==> src/rtl/sp_ram_mbist.sv <==
// March C- memory BIST master for a single-port SRAM with 1-cycle read latency.
// It walks every word with six elements and captures the first read mismatch.
module sp_ram_mbist #(
  parameter int RAM_SIZE   = 32768,
  parameter int ADDR_WIDTH = $clog2(RAM_SIZE),
  parameter int DATA_WIDTH = 32
) (
  input  logic                    clk,
  input  logic                    rst_i,
  input  logic                    start_i,
  output logic                    busy_o,
  output logic                    done_o,
  output logic                    fail_o,
  output logic [ADDR_WIDTH-1:0]   fail_addr_o,
  output logic [DATA_WIDTH-1:0]   fail_data_o,
  output logic [DATA_WIDTH-1:0]   fail_exp_o,
  output logic                    mem_en_o,
  output logic [ADDR_WIDTH-1:0]   mem_addr_o,
  output logic [DATA_WIDTH-1:0]   mem_wdata_o,
  output logic                    mem_we_o,
  output logic [DATA_WIDTH/8-1:0] mem_be_o,
  input  logic [DATA_WIDTH-1:0]   mem_rdata_i
);
  localparam int WA = ADDR_WIDTH - 2;
  localparam int N  = RAM_SIZE / 4;
  localparam logic [WA-1:0] WLAST = WA'(N - 1);

  typedef enum logic [1:0] {IDLE, RUN, DRAIN, DONE} state_e;
  typedef enum logic [2:0] {E0, E1, E2, E3, E4, E5} elem_e;

  state_e          state_q, state_d;
  elem_e           elem_q, elem_d;
  logic [WA-1:0]   waddr_q, waddr_d;
  logic            phase_q, phase_d;
  logic            cmp_vld_q;
  logic [WA-1:0]   cmp_addr_q;
  logic [DATA_WIDTH-1:0] cmp_exp_q;
  logic            fail_q;
  logic [ADDR_WIDTH-1:0] fail_addr_q;
  logic [DATA_WIDTH-1:0] fail_data_q, fail_exp_q;

  logic two_cyc, desc, last, is_wr, is_rd, start_clr, mismatch;
  logic [DATA_WIDTH-1:0] rd_exp;

  always_comb begin
    state_d   = state_q;
    elem_d    = elem_q;
    waddr_d   = waddr_q;
    phase_d   = phase_q;
    two_cyc   = (elem_q == E1) || (elem_q == E2) || (elem_q == E3) || (elem_q == E4);
    desc      = (elem_q == E3) || (elem_q == E4);
    last      = desc ? (waddr_q == '0) : (waddr_q == WLAST);
    is_wr     = (state_q == RUN) && ((elem_q == E0) || (two_cyc && phase_q));
    is_rd     = (state_q == RUN) && !is_wr;
    rd_exp    = ((elem_q == E2) || (elem_q == E4)) ? '1 : '0;
    start_clr = ((state_q == IDLE) || (state_q == DONE)) && start_i;
    case (state_q)
      IDLE, DONE: begin
        if (start_i) begin
          state_d = RUN;
          elem_d  = E0;
          waddr_d = '0;
          phase_d = 1'b0;
        end
      end
      RUN: begin
        if (two_cyc && !phase_q) begin
          phase_d = 1'b1;
        end else begin
          phase_d = 1'b0;
          if (!last) begin
            waddr_d = desc ? waddr_q - WA'(1) : waddr_q + WA'(1);
          end else begin
            // Element hand-off: jump straight to the start address of the next element
            case (elem_q)
              E0:      begin elem_d = E1; waddr_d = '0;    end
              E1:      begin elem_d = E2; waddr_d = '0;    end
              E2:      begin elem_d = E3; waddr_d = WLAST; end
              E3:      begin elem_d = E4; waddr_d = WLAST; end
              E4:      begin elem_d = E5; waddr_d = '0;    end
              default: state_d = DRAIN;
            endcase
          end
        end
      end
      DRAIN:   state_d = DONE;
      default: state_d = IDLE;
    endcase
  end

  assign mismatch = cmp_vld_q && (mem_rdata_i != cmp_exp_q);

  always_ff @(posedge clk) begin
    if (rst_i) begin
      state_q     <= IDLE;
      elem_q      <= E0;
      waddr_q     <= '0;
      phase_q     <= 1'b0;
      cmp_vld_q   <= 1'b0;
      fail_q      <= 1'b0;
      fail_addr_q <= '0;
      fail_data_q <= '0;
      fail_exp_q  <= '0;
    end else begin
      state_q   <= state_d;
      elem_q    <= elem_d;
      waddr_q   <= waddr_d;
      phase_q   <= phase_d;
      cmp_vld_q <= is_rd;
      if (start_clr) begin
        fail_q      <= 1'b0;
        fail_addr_q <= '0;
        fail_data_q <= '0;
        fail_exp_q  <= '0;
      end else if (mismatch && !fail_q) begin
        fail_q      <= 1'b1;
        fail_addr_q <= {cmp_addr_q, 2'b00};
        fail_data_q <= mem_rdata_i;
        fail_exp_q  <= cmp_exp_q;
      end
    end
  end

  // Read-side pipeline stage: remember what this read should return
  always_ff @(posedge clk) begin
    if (is_rd) begin
      cmp_addr_q <= waddr_q;
      cmp_exp_q  <= rd_exp;
    end
  end

  assign busy_o      = (state_q == RUN) || (state_q == DRAIN);
  assign done_o      = (state_q == DONE);
  assign fail_o      = fail_q;
  assign fail_addr_o = fail_addr_q;
  assign fail_data_o = fail_data_q;
  assign fail_exp_o  = fail_exp_q;
  assign mem_en_o    = (state_q == RUN);
  assign mem_we_o    = is_wr;
  assign mem_addr_o  = {waddr_q, 2'b00};
  assign mem_wdata_o = (is_wr && ((elem_q == E1) || (elem_q == E3))) ? '1 : '0;
  assign mem_be_o    = mem_en_o ? '1 : '0;
endmodule
==> config.mk <==
export PLATFORM = sky130hd
export DESIGN_NAME = sp_ram_mbist
export DESIGN_NICKNAME = d
export VERILOG_FILES = /design/src/rtl/sp_ram_mbist.sv
export SDC_FILE = /design/constraint.sdc
export NUM_CORES = 1
export LEC_CHECK = 0
export BUFFER_PORTS_ARGS = -buffer_cell sky130_fd_sc_hd__buf_2
export CAP_MARGIN = 20
export CORE_MARGIN = 1.5
export CORE_UTILIZATION = 45
export DETAILED_ROUTE_END_ITERATION = 10
export HOLD_SLACK_MARGIN = 0.05
export PLACE_DENSITY = 0.77
export SLEW_MARGIN = 20
export SYNTH_ARGS = -nofsm -noshare
export SYNTH_HDL_FRONTEND = slang
export SYNTH_SLANG_ARGS = --single-unit
==> constraint.sdc <==
create_clock -name clk -period 2.6 [get_ports clk]
set_input_delay 0.13 -clock clk [delete_from_list [all_inputs] [get_ports clk]]
set_output_delay 0.13 -clock clk [all_outputs]
set_load 0.01 [all_outputs]
==> flow_metrics.py <==
metrics = {
    "finish": {
        "antenna_cells": 0,
        "syn_to_final_growth_pct": 22.62,
        "drive_gt1_share_pct": 35.35,
        "final_cells": 761,
        "final_common_cell": "buf_2",
        "nets": 675,
        "layout.cells.most_common_list": "165 x buf_2, 85 x nor2_1, 64 x dfxtp_1",
        "nFillCells": 881,
    },
    "power": {
        "power_density_nw_per_um2": 605.6,
        "leakage_nw": 2.867,
        "vdd_drop_max_uv": 653.1,
    },
    "setup_path": {
        "path_buf_inv": 1,
        "cp_slowest_stage_delay_ns": 0.39,
        "r2r_end": "waddr_q[12]$_SDFFE_PP0P_",
        "path_max_fanout": 5,
        "cp_cell_sequence": "nand2b_4 > o22ai_4 > inv_2 > fa_2 > nor2b_4 > o31a_1 > a21oi_2 > a32o_2 > or3_1 > a31oi_1 > o21ai_1",
        "reg2reg_depth": 11,
        "worst-endpoint-required_ns": 2.86,
        "crit_arrival_ns": 2.75,
        "path_class": "register to register",
        "cp_top_family": "compound AO/OA/AOI/OAI gates",
        "cp-start-kind": "register",
        "cp-end-kind": "register",
        "crit_slowest_cell": "fa_2",
        "r2r_slack_ns": 0.12,
        "r2r-start": "elem_q[1]$_SDFFE_PP0P_",
    },
    "floorplan": {
        "initial_core_util_pct": 46.17,
        "rows": 36,
        "pin_count": 170,
        "die-area_um2": 10590,
        "die_x_um": 102.9,
        "core_um2": 9729,
        "die_y_um": 102.9,
    },
    "timing": {
        "relSlewSlack_pct": 51.16,
        "slew_violations": 0,
        "post-route-min-period_ns": 2.484,
        "max_freq_ghz": 0.4026,
        "setup_viol": 0,
        "rsz0062_at_grt": "no",
        "fin_crit_sh_pct": 95.54,
        "tightest_slew_ns": 0.7315,
        "clock-skew-final_ns": 0.01730,
        "hold_viol_final": 0,
        "fin_tns_setup_ns": 0,
    },
    "global_route": {
        "overflow": 0,
        "grt_usage_pct": 20.73,
        "grt_max_degree": 48,
        "use_met2_pct": 37.30,
        "grt_pass1_wl_um": 16540,
        "antenna_found_initial": 0,
        "grt.busiest_layer": "met2",
        "grt_use_met1_pct": 23.55,
        "use_met3_pct": 4.475,
        "grt_pass1_vias": 3483,
    },
    "logic_synthesis": {
        "synth_enable_flop_cells": 14,
        "synth.avg_cell_area_um2": 9.205,
        "synth-seq-cells": 81,
        "ys_types": 49,
        "mappedNetlistArea_um2": 4492,
        "async_reset_ff_share_pct": 0,
        "synth_warnings": 0,
        "ys.flop_type": "dfxtp_1",
        "synth-seq-area-share_pct": 39.22,
        "syn_inst": 488,
    },
    "detailed_routing": {
        "wirelength_um": 11040,
        "via_per_inst": 5.003,
        "drt_iter0_markers": 119,
        "antenna_left": 0,
        "drt_pass1_iterations": 4,
        "vias": 3807,
        "drc_errors": 0,
        "wire_per_inst_um": 14.51,
    },
    "cts": {
        "htreeDepth": 3,
        "clock_latency_ns": 0.36,
        "cts_sinks": 81,
        "cts_max_path_buffers": 2,
        "cts_made_buffers": 9,
        "clk_pin_slew_ns": 0.09,
        "cts_tree": "built",
        "cts-root-buf": "clkbuf_8",
    },
    "place": {
        "gp_congestion": 0.9091,
        "dp.cells": 715,
        "hpwl_um": 7810,
        "port_buffers": 165,
    },
    "hold_path": {
        "whs_endpoint": "fail_data_o[15]$_SDFFE_PP0P_",
        "holdPathStages": 3,
        "min_path_type": "input port to register",
        "min_from": "mem_rdata_i[15]",
    },
    "job": {
        "maxCapViolCount": 0,
    },
    "outcome": {
        "status": "finished clean",
    },
}
[how the worst max path moves through the flow]
stage | start | endpoint | slack, ns | cells past startpoint
after floorplan | elem_q[0]$_SDFFE_PP0P_ | waddr_q[12]$_SDFFE_PP0P_ | -0.006 | 12
after global placement | elem_q[1]$_SDFFE_PP0P_ | waddr_q[12]$_SDFFE_PP0P_ | 0.09 | 11
after detailed placement | elem_q[1]$_SDFFE_PP0P_ | waddr_q[12]$_SDFFE_PP0P_ | 0.01 | 11
after CTS | elem_q[0]$_SDFFE_PP0P_ | waddr_q[8]$_SDFFE_PP0P_ | 0.02 | 11
after global routing | elem_q[1]$_SDFFE_PP0P_ | waddr_q[12]$_SDFFE_PP0P_ | 0.0006 | 11
final | elem_q[1]$_SDFFE_PP0P_ | waddr_q[12]$_SDFFE_PP0P_ | 0.12 | 11
[what timing repair did]
| item | 4_1_cts | 5_1_grt |
|---|---|---|
| setup buffers | 0 | 3 |
| hold buffers | 27 | 0 |
| hold endpoints to repair | 27 | 0 |
| endpoints found under the setup margin | 1 | 4 |
| resized for setup | 1 | 16 |
| pin swaps | 0 | 3 |
[synth_stat cells (5+ instances only)]
master    count  area (µm²)
a211oi_1      7       52.55
a21oi_1      22       110.1
a31oi_1       5       31.28
buf_4        72       540.5
clkbuf_1      8       30.03
dfxtp_1      67        1341
edfxtp_1     14       420.4
ha_1         16       200.2
inv_1        11       41.29
mux2i_1      48       480.5
nand2_1      23       86.33
nand2b_1      5       31.28
nand3_1       7       35.03
nand4_1       7       43.79
nor2_1       85       319.1
nor3_1       11       55.05
nor4_1        6       37.54
o21ai_0      16       80.08
xor2_1        5       43.79
[flip-flops by register name, summed over array words and instances (netlist names)]
signal	cells
state_q	2
cmp_exp_q	1
fail_o	1
waddr_q	13
fail_addr_o	13
fail_exp_o	1
fail_data_o	32
elem_q	3
phase_q	1
cmp_vld_q	1
cmp_addr_q	13
[final cells by class]
| type | instances | area [µm²] | share of cell area [%] |
|---|---|---|---|
| Clock inverter | 6 | 66.31 | 1.204 |
| Tap cell | 133 | 166.4 | 3.021 |
| Clock buffer | 10 | 127.6 | 2.317 |
| Inverter | 11 | 41.29 | 0.7497 |
| Multi-Input combinational cell | 311 | 2100 | 38.12 |
| Sequential cell | 81 | 1770 | 32.14 |
| Timing Repair Buffer | 209 | 1236 | 22.44 |
[worst register-to-register path: cells and delay by family (launching register included)]
family	cells	cell delay [ns]
buf+inv	1	0.07
fa+ha+maj	1	0.39
flops	1	0.38
compound gates	6	0.94
simple gates	3	0.59
[stage by stage]
step	power [W]	cell area, µm²	utilization, %	hold slack, ns	setup WS (ns)
3_5_place_dp	0.002388	4957	50.95	0.4005	0.01262
5_1_grt	0.003538	5508	56.61	0.06983	0.0006095
4_1_cts	0.003352	5424	55.75	0.05247	0.01992
2_1_floorplan	0.002166	4541	-	0.2739	-0.006011
6_report	0.003335	5508	56.61	0.06619	0.1159
3_3_place_gp	0.002364	4957	50.95	0.3932	0.09310
[power breakdown]
group / total [W] / internal, W / switching (W)
logic: 0.000999 / 0.000394 / 0.000605
registers: 0.00141 / 0.00134 / 0.0000615
clock network: 0.000930 / 0.000446 / 0.000484
[cell families (layout without fill, tap and decap cells)]
| group | count (synthesis) | count (layout) | share of synthesized area (%) |
|---|---|---|---|
| fa+ha+maj | 17 | 17 | 4.902 |
| simple gates | 161 | 161 | 16.55 |
| xor+xnor | 9 | 9 | 1.755 |
| buf+inv | 99 | 236 | 16.27 |
| mux | 49 | 49 | 11.03 |
| compound gates | 71 | 71 | 10.20 |
| other cells | 1 | 4 | 0.08349 |
| flops | 81 | 81 | 39.22 |
[metal layers]
layer	vias to the layer above	routed length [µm]
met5	-	0
met4	0	166
met3	14	820
met2	163	5451
met1	1743	4601
li1	1887	-
No activity file was read; power rests on OpenSTA's default activity.
